File: src/rtl/load_store_unit_if.sv
// Core-side request/response bundle of the load/store unit.
// The core drives requests (master); the unit answers with a one-cycle response (slave).
interface load_store_unit_if;
  logic        req_valid;
  logic        req_ready;
  logic        req_write;
  logic [2:0]  funct3;
  logic [31:0] addr;
  logic [31:0] wdata;
  logic        resp_valid;
  logic [31:0] rdata;
  logic        fault;

  modport master (
    output req_valid, req_write, funct3, addr, wdata,
    input  req_ready, resp_valid, rdata, fault
  );

  modport slave (
    input  req_valid, req_write, funct3, addr, wdata,
    output req_ready, resp_valid, rdata, fault
  );
endinterface

File: src/rtl/load_store_unit.sv
// RV32I byte-addressed load/store front end for a 4096x32 word RAM without byte enables.
// Sub-word stores are done as read-modify-write; misaligned/illegal requests fault at accept.
module load_store_unit (
  input  logic                     clk,
  input  logic                     rst,
  load_store_unit_if.slave         core,
  output logic [11:0]              mem_address,
  output logic [31:0]              mem_data_input,
  output logic                     mem_store,
  output logic                     mem_load,
  input  logic [31:0]              mem_data_output
);

  typedef enum logic [2:0] {
    IDLE,
    LD_REQ,
    LD_WAIT,
    ST_WR,
    RMW_RD,
    RMW_WR
  } state_t;

  state_t      state;
  logic        l_write;
  logic [2:0]  l_funct3;
  logic [13:0] l_addr;
  logic [31:0] l_wdata;
  logic        resp_valid_q;
  logic        fault_q;
  logic [31:0] rdata_q;

  logic        req_fault;
  logic [31:0] load_ext;
  logic [31:0] merged;
  logic [7:0]  sel_byte;
  logic [15:0] sel_half;
  logic        unused_addr_hi;

  assign unused_addr_hi = ^core.addr[31:14];

  function automatic logic check_fault(input logic wr, input logic [2:0] f3, input logic [1:0] off);
    case (f3)
      3'b000:  return 1'b0;
      3'b001:  return off[0];
      3'b010:  return off != 2'b00;
      3'b100:  return wr;
      3'b101:  return wr | off[0];
      default: return 1'b1;
    endcase
  endfunction

  assign req_fault = check_fault(core.req_write, core.funct3, core.addr[1:0]);

  always_comb begin
    sel_byte = mem_data_output[{l_addr[1:0], 3'b000} +: 8];
    sel_half = mem_data_output[{l_addr[1], 4'b0000} +: 16];
    case (l_funct3)
      3'b000:  load_ext = {{24{sel_byte[7]}}, sel_byte};
      3'b001:  load_ext = {{16{sel_half[15]}}, sel_half};
      3'b100:  load_ext = {24'h000000, sel_byte};
      3'b101:  load_ext = {16'h0000, sel_half};
      default: load_ext = mem_data_output;
    endcase
  end

  always_comb begin
    merged = mem_data_output;
    if (l_funct3[0])
      merged[{l_addr[1], 4'b0000} +: 16] = l_wdata[15:0];
    else
      merged[{l_addr[1:0], 3'b000} +: 8] = l_wdata[7:0];
  end

  always_ff @(posedge clk) begin
    if (rst) begin
      state        <= IDLE;
      l_write      <= 1'b0;
      l_funct3     <= '0;
      l_addr       <= '0;
      l_wdata      <= '0;
      resp_valid_q <= 1'b0;
      fault_q      <= 1'b0;
      rdata_q      <= '0;
    end else begin
      resp_valid_q <= 1'b0;
      fault_q      <= 1'b0;
      case (state)
        IDLE: begin
          if (core.req_valid) begin
            l_write  <= core.req_write;
            l_funct3 <= core.funct3;
            l_addr   <= core.addr[13:0];
            l_wdata  <= core.wdata;
            if (req_fault) begin
              resp_valid_q <= 1'b1;
              fault_q      <= 1'b1;
              rdata_q      <= '0;
            end else if (core.req_write) begin
              state <= (core.funct3 == 3'b010) ? ST_WR : RMW_RD;
            end else begin
              state <= LD_REQ;
            end
          end
        end
        LD_REQ:  state <= LD_WAIT;
        LD_WAIT: begin
          rdata_q      <= load_ext;
          resp_valid_q <= 1'b1;
          state        <= IDLE;
        end
        RMW_RD:  state <= RMW_WR;
        ST_WR, RMW_WR: begin
          rdata_q      <= '0;
          resp_valid_q <= 1'b1;
          state        <= IDLE;
        end
        default: state <= IDLE;
      endcase
    end
  end

  // Strobes are decoded from state but gated by rst so a reset edge never commits a write.
  assign mem_load       = !rst && (state == LD_REQ || state == RMW_RD);
  assign mem_store      = !rst && l_write && (state == ST_WR || state == RMW_WR);
  assign mem_address    = l_addr[13:2];
  assign mem_data_input = (state == RMW_WR) ? merged : l_wdata;

  assign core.req_ready  = (state == IDLE);
  assign core.resp_valid = resp_valid_q;
  assign core.fault      = fault_q;
  assign core.rdata      = rdata_q;

endmodule
File: src/flat_wrapper.sv
// flat-port wrapper written by rule: the top's interface ports become plain ports
module load_store_unit_flat 
  (clk, rst, mem_address, mem_data_input, mem_store, mem_load, mem_data_output, core_req_valid, core_req_write, core_funct3, core_addr, core_wdata, core_req_ready, core_resp_valid, core_rdata, core_fault);
  load_store_unit_if core_i ();
  input  logic clk;
  input  logic rst;
  output logic [11:0] mem_address;
  output logic [31:0] mem_data_input;
  output logic mem_store;
  output logic mem_load;
  input  logic [31:0] mem_data_output;
  input wire logic [$bits(core_i.req_valid)-1:0] core_req_valid;
  input wire logic [$bits(core_i.req_write)-1:0] core_req_write;
  input wire logic [$bits(core_i.funct3)-1:0] core_funct3;
  input wire logic [$bits(core_i.addr)-1:0] core_addr;
  input wire logic [$bits(core_i.wdata)-1:0] core_wdata;
  output wire logic [$bits(core_i.req_ready)-1:0] core_req_ready;
  output wire logic [$bits(core_i.resp_valid)-1:0] core_resp_valid;
  output wire logic [$bits(core_i.rdata)-1:0] core_rdata;
  output wire logic [$bits(core_i.fault)-1:0] core_fault;
  assign core_i.req_valid = core_req_valid;
  assign core_i.req_write = core_req_write;
  assign core_i.funct3 = core_funct3;
  assign core_i.addr = core_addr;
  assign core_i.wdata = core_wdata;
  assign core_req_ready = core_i.req_ready;
  assign core_resp_valid = core_i.resp_valid;
  assign core_rdata = core_i.rdata;
  assign core_fault = core_i.fault;
  load_store_unit u_core (.clk(clk), .rst(rst), .core(core_i), .mem_address(mem_address), .mem_data_input(mem_data_input), .mem_store(mem_store), .mem_load(mem_load), .mem_data_output(mem_data_output));
endmodule
File: config.mk
export PLATFORM = sky130hd
export DESIGN_NAME = load_store_unit_flat
export DESIGN_NICKNAME = d
export VERILOG_FILES = /design/src/rtl/load_store_unit_if.sv /design/src/rtl/load_store_unit.sv /design/src/flat_wrapper.sv
export SDC_FILE = /design/constraint.sdc
export NUM_CORES = 1
export LEC_CHECK = 0
export ABC_AREA = 0
export BUFFER_PORTS_ARGS = -buffer_cell sky130_fd_sc_hd__buf_2
export CORE_ASPECT_RATIO = 1.2
export CORE_MARGIN = 2
export CORE_UTILIZATION = 30
export CTS_BUF_LIST = sky130_fd_sc_hd__clkbuf_2
export CTS_CLUSTER_SIZE = 8
export DETAILED_ROUTE_END_ITERATION = 10
export HOLD_SLACK_MARGIN = 0.03
export PLACE_DENSITY = 0.52
export SYNTH_ARGS = -nofsm -noshare
export SYNTH_HDL_FRONTEND = slang
export SYNTH_SLANG_ARGS = --single-unit
File: constraint.sdc
create_clock -name clk -period 4.1 [get_ports clk]
set_input_delay 0.82 -clock clk [delete_from_list [all_inputs] [get_ports clk]]
set_output_delay 0.82 -clock clk [all_outputs]
set_load 0.01 [all_outputs]
# Yosys cells after proc, flatten, opt, wreduce, memory -nomap -nowiden
# Cells that the tools add are included.
# classes
reduce_logical	17
eq_ne	15
multipliers	0
magnitude_cmp	0
bitwise_logic	2
mux	17
div	0
n_shift	6
add_sub_neg	2
# ops
cell	n
$mux 32	4
$pmux 32 s4	1
$pmux 32 s3	1
$bwmux 32	2
$shift 16x7->32 const A	1
$shift 8x7->32 const A	1
$shiftx 16x7->32	1
$shiftx 32x6->16	1
$shiftx 32x6->8	1
$shiftx 8x7->32	1
$eq 3x3->1 const B	6
$neg 5->7	2
$mux 3	4
$eq 3x1->1 const B	3
$eq 3x2->1 const B	3
$logic_not 3->1	3
$pmux 3 s3	1
$pmux 1 s5	1
$ne 2x2->1 const B	2
$reduce_and 2->1	2
$reduce_or 2->1	2
$logic_and 1x1->1	3
$reduce_and 3->1	1
$reduce_bool 3->1	1
9 further kinds	11
# totals
ff_bits	87
n_memories	0
out_inout_bits	81
ramBits	0
input_bits	103
latch_bits	0
wordCells	67
mem_bits_ro	0

# Logic depth before layout (Yosys ltp)
# Gate-level depths: netlist of the first run.
# logic_depth
ltp_word	6
ltp_mapped	8
mapped_depth_nobuf	6

# Worst setup path after synthesis of the first run
# No wires, ideal clock.
# synth_path
path_type	register to output
startpoint	register u_core.l_addr[1]
endpoint	output port mem_data_input[16]
arrival_ns	1.998
stages_incl_launch_ff	8
setup_slack_ns	1.282
path_buffers	1
path_cell_list	dfxtp_1 -> buf_6 -> inv_1 -> ha_1 -> nand3b_1 -> o31ai_1 -> a221oi_1 -> nor2_1
# synth_between
elab_chain_len	5
word_cells_on_any_way	10
cone_classes	add/sub: 2; shift: 4; mux: 4
# synth_lines
element	line	source
from (decl)	load_store_unit.sv:26	logic [13:0] l_addr;
from (signal assigned)	load_store_unit.sv:92	l_addr <= core.addr[13:0];
$neg 5->7, on equally long branches	load_store_unit.sv:69, load_store_unit.sv:71	
$shiftx 16x7->32 (tied with other cells)	load_store_unit.sv:69	merged[{l_addr[1], 4'b0000} +: 16] = l_wdata[15:0];
$bwmux 32, on equally long branches	load_store_unit.sv:69, load_store_unit.sv:71	
$mux 32 *	load_store_unit.sv:68	if (l_funct3[0])
$mux 32 *	load_store_unit.sv:126	assign mem_data_input = (state == RMW_WR) ? merged : l_wdata;
to (decl)	flat_wrapper.sv:8	output logic [31:0] mem_data_input;
# Every way passes the cells marked *; elsewhere a longest branch is shown, timed or not.

# Worst setup path in the final report of the first run
# layout_path
startpoint	register u_core.l_addr[0]
endpoint	output port mem_data_input[14]
# layout_between
elab_chain_len	5
word_cells_on_any_way	6
cone_classes	add/sub: 1; shift: 2; mux: 3
# layout_lines
element	line	source
$neg 5->7 *	load_store_unit.sv:71	merged[{l_addr[1:0], 3'b000} +: 8] = l_wdata[7:0];
$shiftx 8x7->32 or $shift 8x7->32 (tied branches)	load_store_unit.sv:71	
$bwmux 32 *	load_store_unit.sv:71	
$mux 32 *	load_store_unit.sv:68	
$mux 32 *	load_store_unit.sv:126	
# Marked as above.

==> impl_metrics.ini, run 1 <==
[run_status]
status = completed

[setup_path]
worstPathArrival_ns = 3.03
r2r_end = u_core.core.rdata[0]
r2r_start = u_core.l_funct3[1]
critPathCaptureType = output port
worstPathRequired_ns = 3.28
cpMaxStageDelayCell = dfxtp_1
crit_start = u_core.l_addr[0]
critPathMaxStageDelay_ns = 0.66
critPathLaunchType = register
crit_chain = inv_1, ha_1, and4b_1, a221o_1, o21ai_0, a21oi_1, buf_2
critPathCapture = mem_data_input[14]
critPathKind = reg2out
cp_max_fo = 11
r2r_slack_ns = 1.84
rr_worst_depth = 4

[clock_network]
root_buffer = clkbuf_2
numCtsBuffers = 9
postCtsSetupBuffers = 0
clkTransAtPathRegs_ns = 0.25
cts_num_sinks = 87
cts_buffer_depth = 2
clkLatencyLatePin_ns = 0.63
htreeDepth = 3
cts_tree = done

[routing]
routedWlPerCell_um = 18.5
drc_errors = 0
antenna_left = 0
drt-total-wl_um = 16700
vias = 4717
dr.pass1.iters = 5
vias_per_cell = 5.25
drt_iter0_markers = 352

[sta]
setup_ws_ns = 0.251
hold_viol_final = 0
layout_worst_path_cycle_share = 0.939
finalSetupViolations = 0
slew_viol_final = 0
clock.fmax_ghz = 0.260
period_needed_ns = 3.85
relSlewSlack = 0.162
rsz0062_at_grt = no
fin_setup_tns_ns = 0
worstMarginPinSlew_ns = 1.25
fin_skew_ns = 0.0401

[cells_and_area]
area_delta_synth_final_pct = 19.7
drive_above_1_share = 0.325
final_cell_mix = 165 x buf_2, 112 x nand2_1, 97 x a21oi_1, 87 x dfxtp_1, 27 x nor2_1
design_area_sq_um = 5630
nets = 793
final_common_cell = buf_2
insertedDiodeCount = 0
fillers = 1630

[job]
drv_cap = 0

[grt]
grt_pass1_vias = 4423
track_usage = 0.195
grt_overflow_total = 0
grt_max_degree = 52
grt_antenna_before_repair = 0
grt_pass1_wl_um = 25100

[power_and_ir_drop]
sw_frac_of_total = 0.344
power_density_nw_per_um2 = 326
p_leak_nw = 2.51
intPower_w = 0.00121
clkPwrFrac = 0.262
p_sw_w = 0.000631
peakVddDrop_mv = 0.143
combPwrFrac = 0.226
p_seq_frac = 0.512

[placement]
gp_congestion = 0.900
port_buffers = 165
dpl_worst_slack_ns = 0.791
post-dp-hpwl_um = 12500
dpl-instance-area_sq_um = 5500

[logic_synthesis]
yosysWarnings = 0
synthCells = 559
synth-seq-cells = 87
synthDistinctLibCells = 51
synth-edff-count = 0
syn_area_per_cell_sq_um = 8.41
syn_nets = 667
synthArstFlopShare = 0
syn-cell-area_sq_um = 4700
synth-main-ff-cell = dfxtp_1
seq_area_frac_synth = 0.370

[floorplanning]
die_x_um = 118
num_io_pins = 184
rows = 50
core_sq_um = 15500
die_y_um = 141
initial_core_util = 0.304
dieArea_sq_um = 16700

[min_path]
hp-class = in2reg
whs_path_depth = 3
-- per-stage QoR --
stage | hold slack [ns] | cells | utilization | total power (W)
5_1_grt | 0.358 | 898 | 0.364 | 0.00194
3_3_place_gp | 0.433 | 882 | 0.356 | 0.00136
4_1_cts | 0.342 | 898 | 0.364 | 0.00186
6_report | 0.412 | 898 | 0.364 | 0.00184
2_1_floorplan | 0.437 | 559 | - | 0.00122
3_5_place_dp | 0.440 | 882 | 0.356 | 0.00137
-- flip-flops by register name, indices dropped and copies added, names as in the netlist --
| name | cells |
|---|---|
| u_core.core.fault | 1 |
| u_core.core.rdata | 32 |
| u_core.core.resp_valid | 1 |
| u_core.l_addr | 14 |
| u_core.l_funct3 | 3 |
| u_core.l_wdata | 32 |
| u_core.l_write | 1 |
| u_core.state | 3 |
-- how the worst min path moves through the flow --
stage / start / end / slack [ns]
floorplan: u_core.l_write / u_core.l_write / 0.44
global placement: u_core.core.rdata[8] / u_core.core.rdata[8] / 0.43
detailed placement: u_core.core.rdata[13] / u_core.core.rdata[13] / 0.44
CTS: core_addr[13] / u_core.l_addr[13] / 0.34
global route: core_addr[7] / u_core.l_addr[7] / 0.36
finish: core_wdata[1] / u_core.l_wdata[1] / 0.41
-- per-layer routing --
layer	vias up	GRT usage	wire length, um
li1	2265	-	-
met1	2182	0.251	7220
met2	229	0.294	7380
met3	41	0.0566	1390
met4	0	0.103	664
met5	-	0	0
-- power by group through the flow --
| stage | clock network, W | logic (W) | registers, W |
|---|---|---|---|
| 4_1_cts | 0.000506 | 0.000414 | 0.000940 |
| 6_report | 0.000481 | 0.000415 | 0.000941 |
| 2_1_floorplan | 0 | 0.000285 | 0.000931 |
| 3_5_place_dp | 0 | 0.000412 | 0.000956 |
| 5_1_grt | 0.000543 | 0.000453 | 0.000948 |
| 3_3_place_gp | 0 | 0.000407 | 0.000954 |
-- cells by family after synthesis --
| kind of cell | count (synthesis) | share of synthesized area |
|---|---|---|
| muxes | 21 | 0.0516 |
| xor gates and xnor gates | 2 | 0.00373 |
| AOI/OAI and AO/OA | 211 | 0.315 |
| buffers and inverters | 64 | 0.0780 |
| and+or+nand+nor | 169 | 0.168 |
| adders and majority gates | 5 | 0.0133 |
| DFF | 87 | 0.370 |
-- synthesized netlist by cell type (9+ instances only) --
cell,number,share of area
buf_4,14,0.022
clkbuf_1,24,0.019
nand2_1,112,0.089
o22ai_1,12,0.016
a22o_1,23,0.043
nor2_1,27,0.022
a221oi_1,9,0.017
o21ai_0,18,0.019
a221o_1,16,0.034
a21oi_1,97,0.10
o2bb2ai_2,11,0.035
dfxtp_1,87,0.37
mux2i_1,10,0.021
buf_2,11,0.012
-- timing repair --
action	CTS	global route
endpoints found under the setup margin	0	8
resized for setup	0	1
hold buffers	0	0
-- critical path: cells and delay by family (launching register included) --
| kind | cells | cell delay (ns) |
|---|---|---|
| fa+ha+maj | 1 | 0.43 |
| compound gates | 3 | 0.54 |
| flops | 1 | 0.66 |
| buf+inv | 2 | 0.40 |
| simple gates | 1 | 0.41 |
-- layout make-up --
| cell class | instances | area [sq um] | area share |
|---|---|---|---|
| clock inverter | 7 | 80.1 | 0.0142 |
| clock buffer | 9 | 45.0 | 0.00800 |
| sequential | 87 | 1740 | 0.309 |
| inverter | 7 | 26.3 | 0.00467 |
| tap | 208 | 260 | 0.0462 |
| timing repair buffer | 172 | 878 | 0.156 |
| multi-input combinational | 408 | 2600 | 0.462 |
Note: power is estimated with default switching activity, not from simulation.
==> run 2: changes to the inputs <==
==> constraint.sdc (replaced) <==
create_clock -name clk -period 3.6 [get_ports clk]
set_input_delay 0.72 -clock clk [delete_from_list [all_inputs] [get_ports clk]]
set_output_delay 0.72 -clock clk [all_outputs]
set_load 0.01 [all_outputs]
==> impl_metrics.ini, run 2 (synthesis results as in run 1) <==
[run_status]
status = finished with violations
violations = design-rule violations

[sta]
hold_viol_final = 0
clock.fmax_ghz = 0.290
worstMarginPinSlew_ns = 1.21
fin_setup_tns_ns = 0
finalSetupViolations = 0
relSlewSlack = 0.193
layout_worst_path_cycle_share = 0.958
holdWs_ns = 0.286
fin_skew_ns = 0.0383
rsz0062_at_grt = no
slew_viol_final = 0
period_needed_ns = 3.45

[cells_and_area]
finalNonFillerCells = 900
nets = 795
fillers = 1671
final_common_cell = buf_2
final_cell_mix = 165 x buf_2, 112 x nand2_1, 97 x a21oi_1, 82 x dfxtp_1, 27 x nor2_1
drive_above_1_share = 0.337
area_delta_synth_final_pct = 20.3
insertedDiodeCount = 0

[routing]
drc_errors = 1
antenna_left = 0
drt_iter0_markers = 481
drt-total-wl_um = 16800
dr.pass1.iters = 8
vias = 4768
routedWlPerCell_um = 18.7
vias_per_cell = 5.30

[min_path]
hp-class = in2reg
whs_path_depth = 3
min_to = u_core.l_wdata[15]
worstHoldStart = core_wdata[15]

[setup_path]
worstPathArrival_ns = 2.73
cp_top_family = compound AO/OA/AOI/OAI gates
worst-path-buf-inv = 2
critPathMaxStageDelay_ns = 0.50
cp_max_fo = 11
worstPathRequired_ns = 2.88
rr_worst_depth = 3
r2r_end = u_core.core.rdata[31]
crit_chain = inv_1, ha_1, and4b_2, a221o_1, o21ai_0, a21oi_1, buf_2
r2r_start = u_core.l_funct3[1]
critPathCaptureType = output port
critPathKind = reg2out
cpMaxStageDelayCell = dfxtp_4
critPathLaunchType = register
r2r_slack_ns = 1.40

[grt]
grt_pass1_wl_um = 25500
grt_max_degree = 57
grt_pass1_vias = 4434
grt_antenna_before_repair = 0
grt_overflow_total = 0
track_usage = 0.197

[floorplanning]
core_sq_um = 15500
initial_core_util = 0.304
die_y_um = 141
rows = 50
dieArea_sq_um = 16700
die_x_um = 118
num_io_pins = 184

[power_and_ir_drop]
sw_frac_of_total = 0.360
clkPwrFrac = 0.239
total_power_w = 0.00204
p_sw_w = 0.000733
power_density_nw_per_um2 = 360
p_leak_nw = 2.51
p_seq_frac = 0.526
combPwrFrac = 0.235
peakVddDrop_mv = 0.190
intPower_w = 0.00131

[clock_network]
cts_buffer_depth = 2
htreeDepth = 3
root_buffer = clkbuf_2
numCtsBuffers = 9
cts_tree = done
clkTransAtPathRegs_ns = 0.28
cts_num_sinks = 87
hold_buffers = 0
clkLatencyLatePin_ns = 0.62

[job]
drv_cap = 0

[placement]
gp_congestion = 0.865
port_buffers = 165
dp_cells = 883
post-dp-hpwl_um = 12500
-- run 2: power by group through the flow --
stage          combinational [W]  clock [W]  sequential [W]
2_1_floorplan           0.000324          0         0.00106
3_3_place_gp            0.000466          0         0.00109
3_5_place_dp            0.000472          0         0.00109
4_1_cts                 0.000474   0.000505         0.00107
5_1_grt                 0.000521   0.000541         0.00108
6_report                0.000479   0.000487         0.00107
-- run 2: area by class of cell --
class / instances / area, sq um / area share
clock buffer: 9 / 45.0 / 0.00796
clock inverter: 7 / 57.6 / 0.0102
inverter: 7 / 30.0 / 0.00531
multi-input combinational: 408 / 2610 / 0.461
sequential: 87 / 1750 / 0.309
tap: 208 / 260 / 0.0460
timing repair buffer: 174 / 906 / 0.160
-- run 2: per-layer routing --
metal  GRT usage  wire (um)  vias up
li1            -          -     2267
met5           0          0        -
met4      0.0900        580        0
met1       0.253       7190     2203
met3      0.0469       1380       39
met2       0.312       7650      259
-- run 2: how the worst max path moves through the flow --
stage	start	end	slack (ns)	cells after the start
floorplan	u_core.l_addr[1]	mem_data_input[16]	0.88	7
global placement	u_core.l_addr[0]	mem_data_input[21]	0.52	7
detailed placement	u_core.l_addr[0]	mem_data_input[19]	0.41	7
CTS	u_core.state[2]	mem_data_input[7]	0.008	5
global route	u_core.l_addr[0]	mem_data_input[10]	0.01	7
finish	u_core.l_addr[0]	mem_data_input[10]	0.15	7
-- run 2: worst min-delay path, cell delays in order --
cell and delay (ns):
buf_2 0.09, nand2_1 0.04, a21oi_1 0.05
-- run 2: per-stage QoR --
stage / instance area, sq um / worst slack (ns) / util
after floorplan: 4700 / 0.882 / -
after global placement: 5510 / 0.516 / 0.356
after detailed placement: 5510 / 0.411 / 0.356
after CTS: 5630 / 0.00817 / 0.364
after global routing: 5660 / 0.0128 / 0.366
final: 5660 / 0.152 / 0.366
-- run 2: timing repair --
item / in CTS / in global routing
gates cloned: 0 / 0
pin swaps: 1 / 1
setup endpoints to repair: 24 / 27
setup buffers: 1 / 0
gates resized for setup: 3 / 10
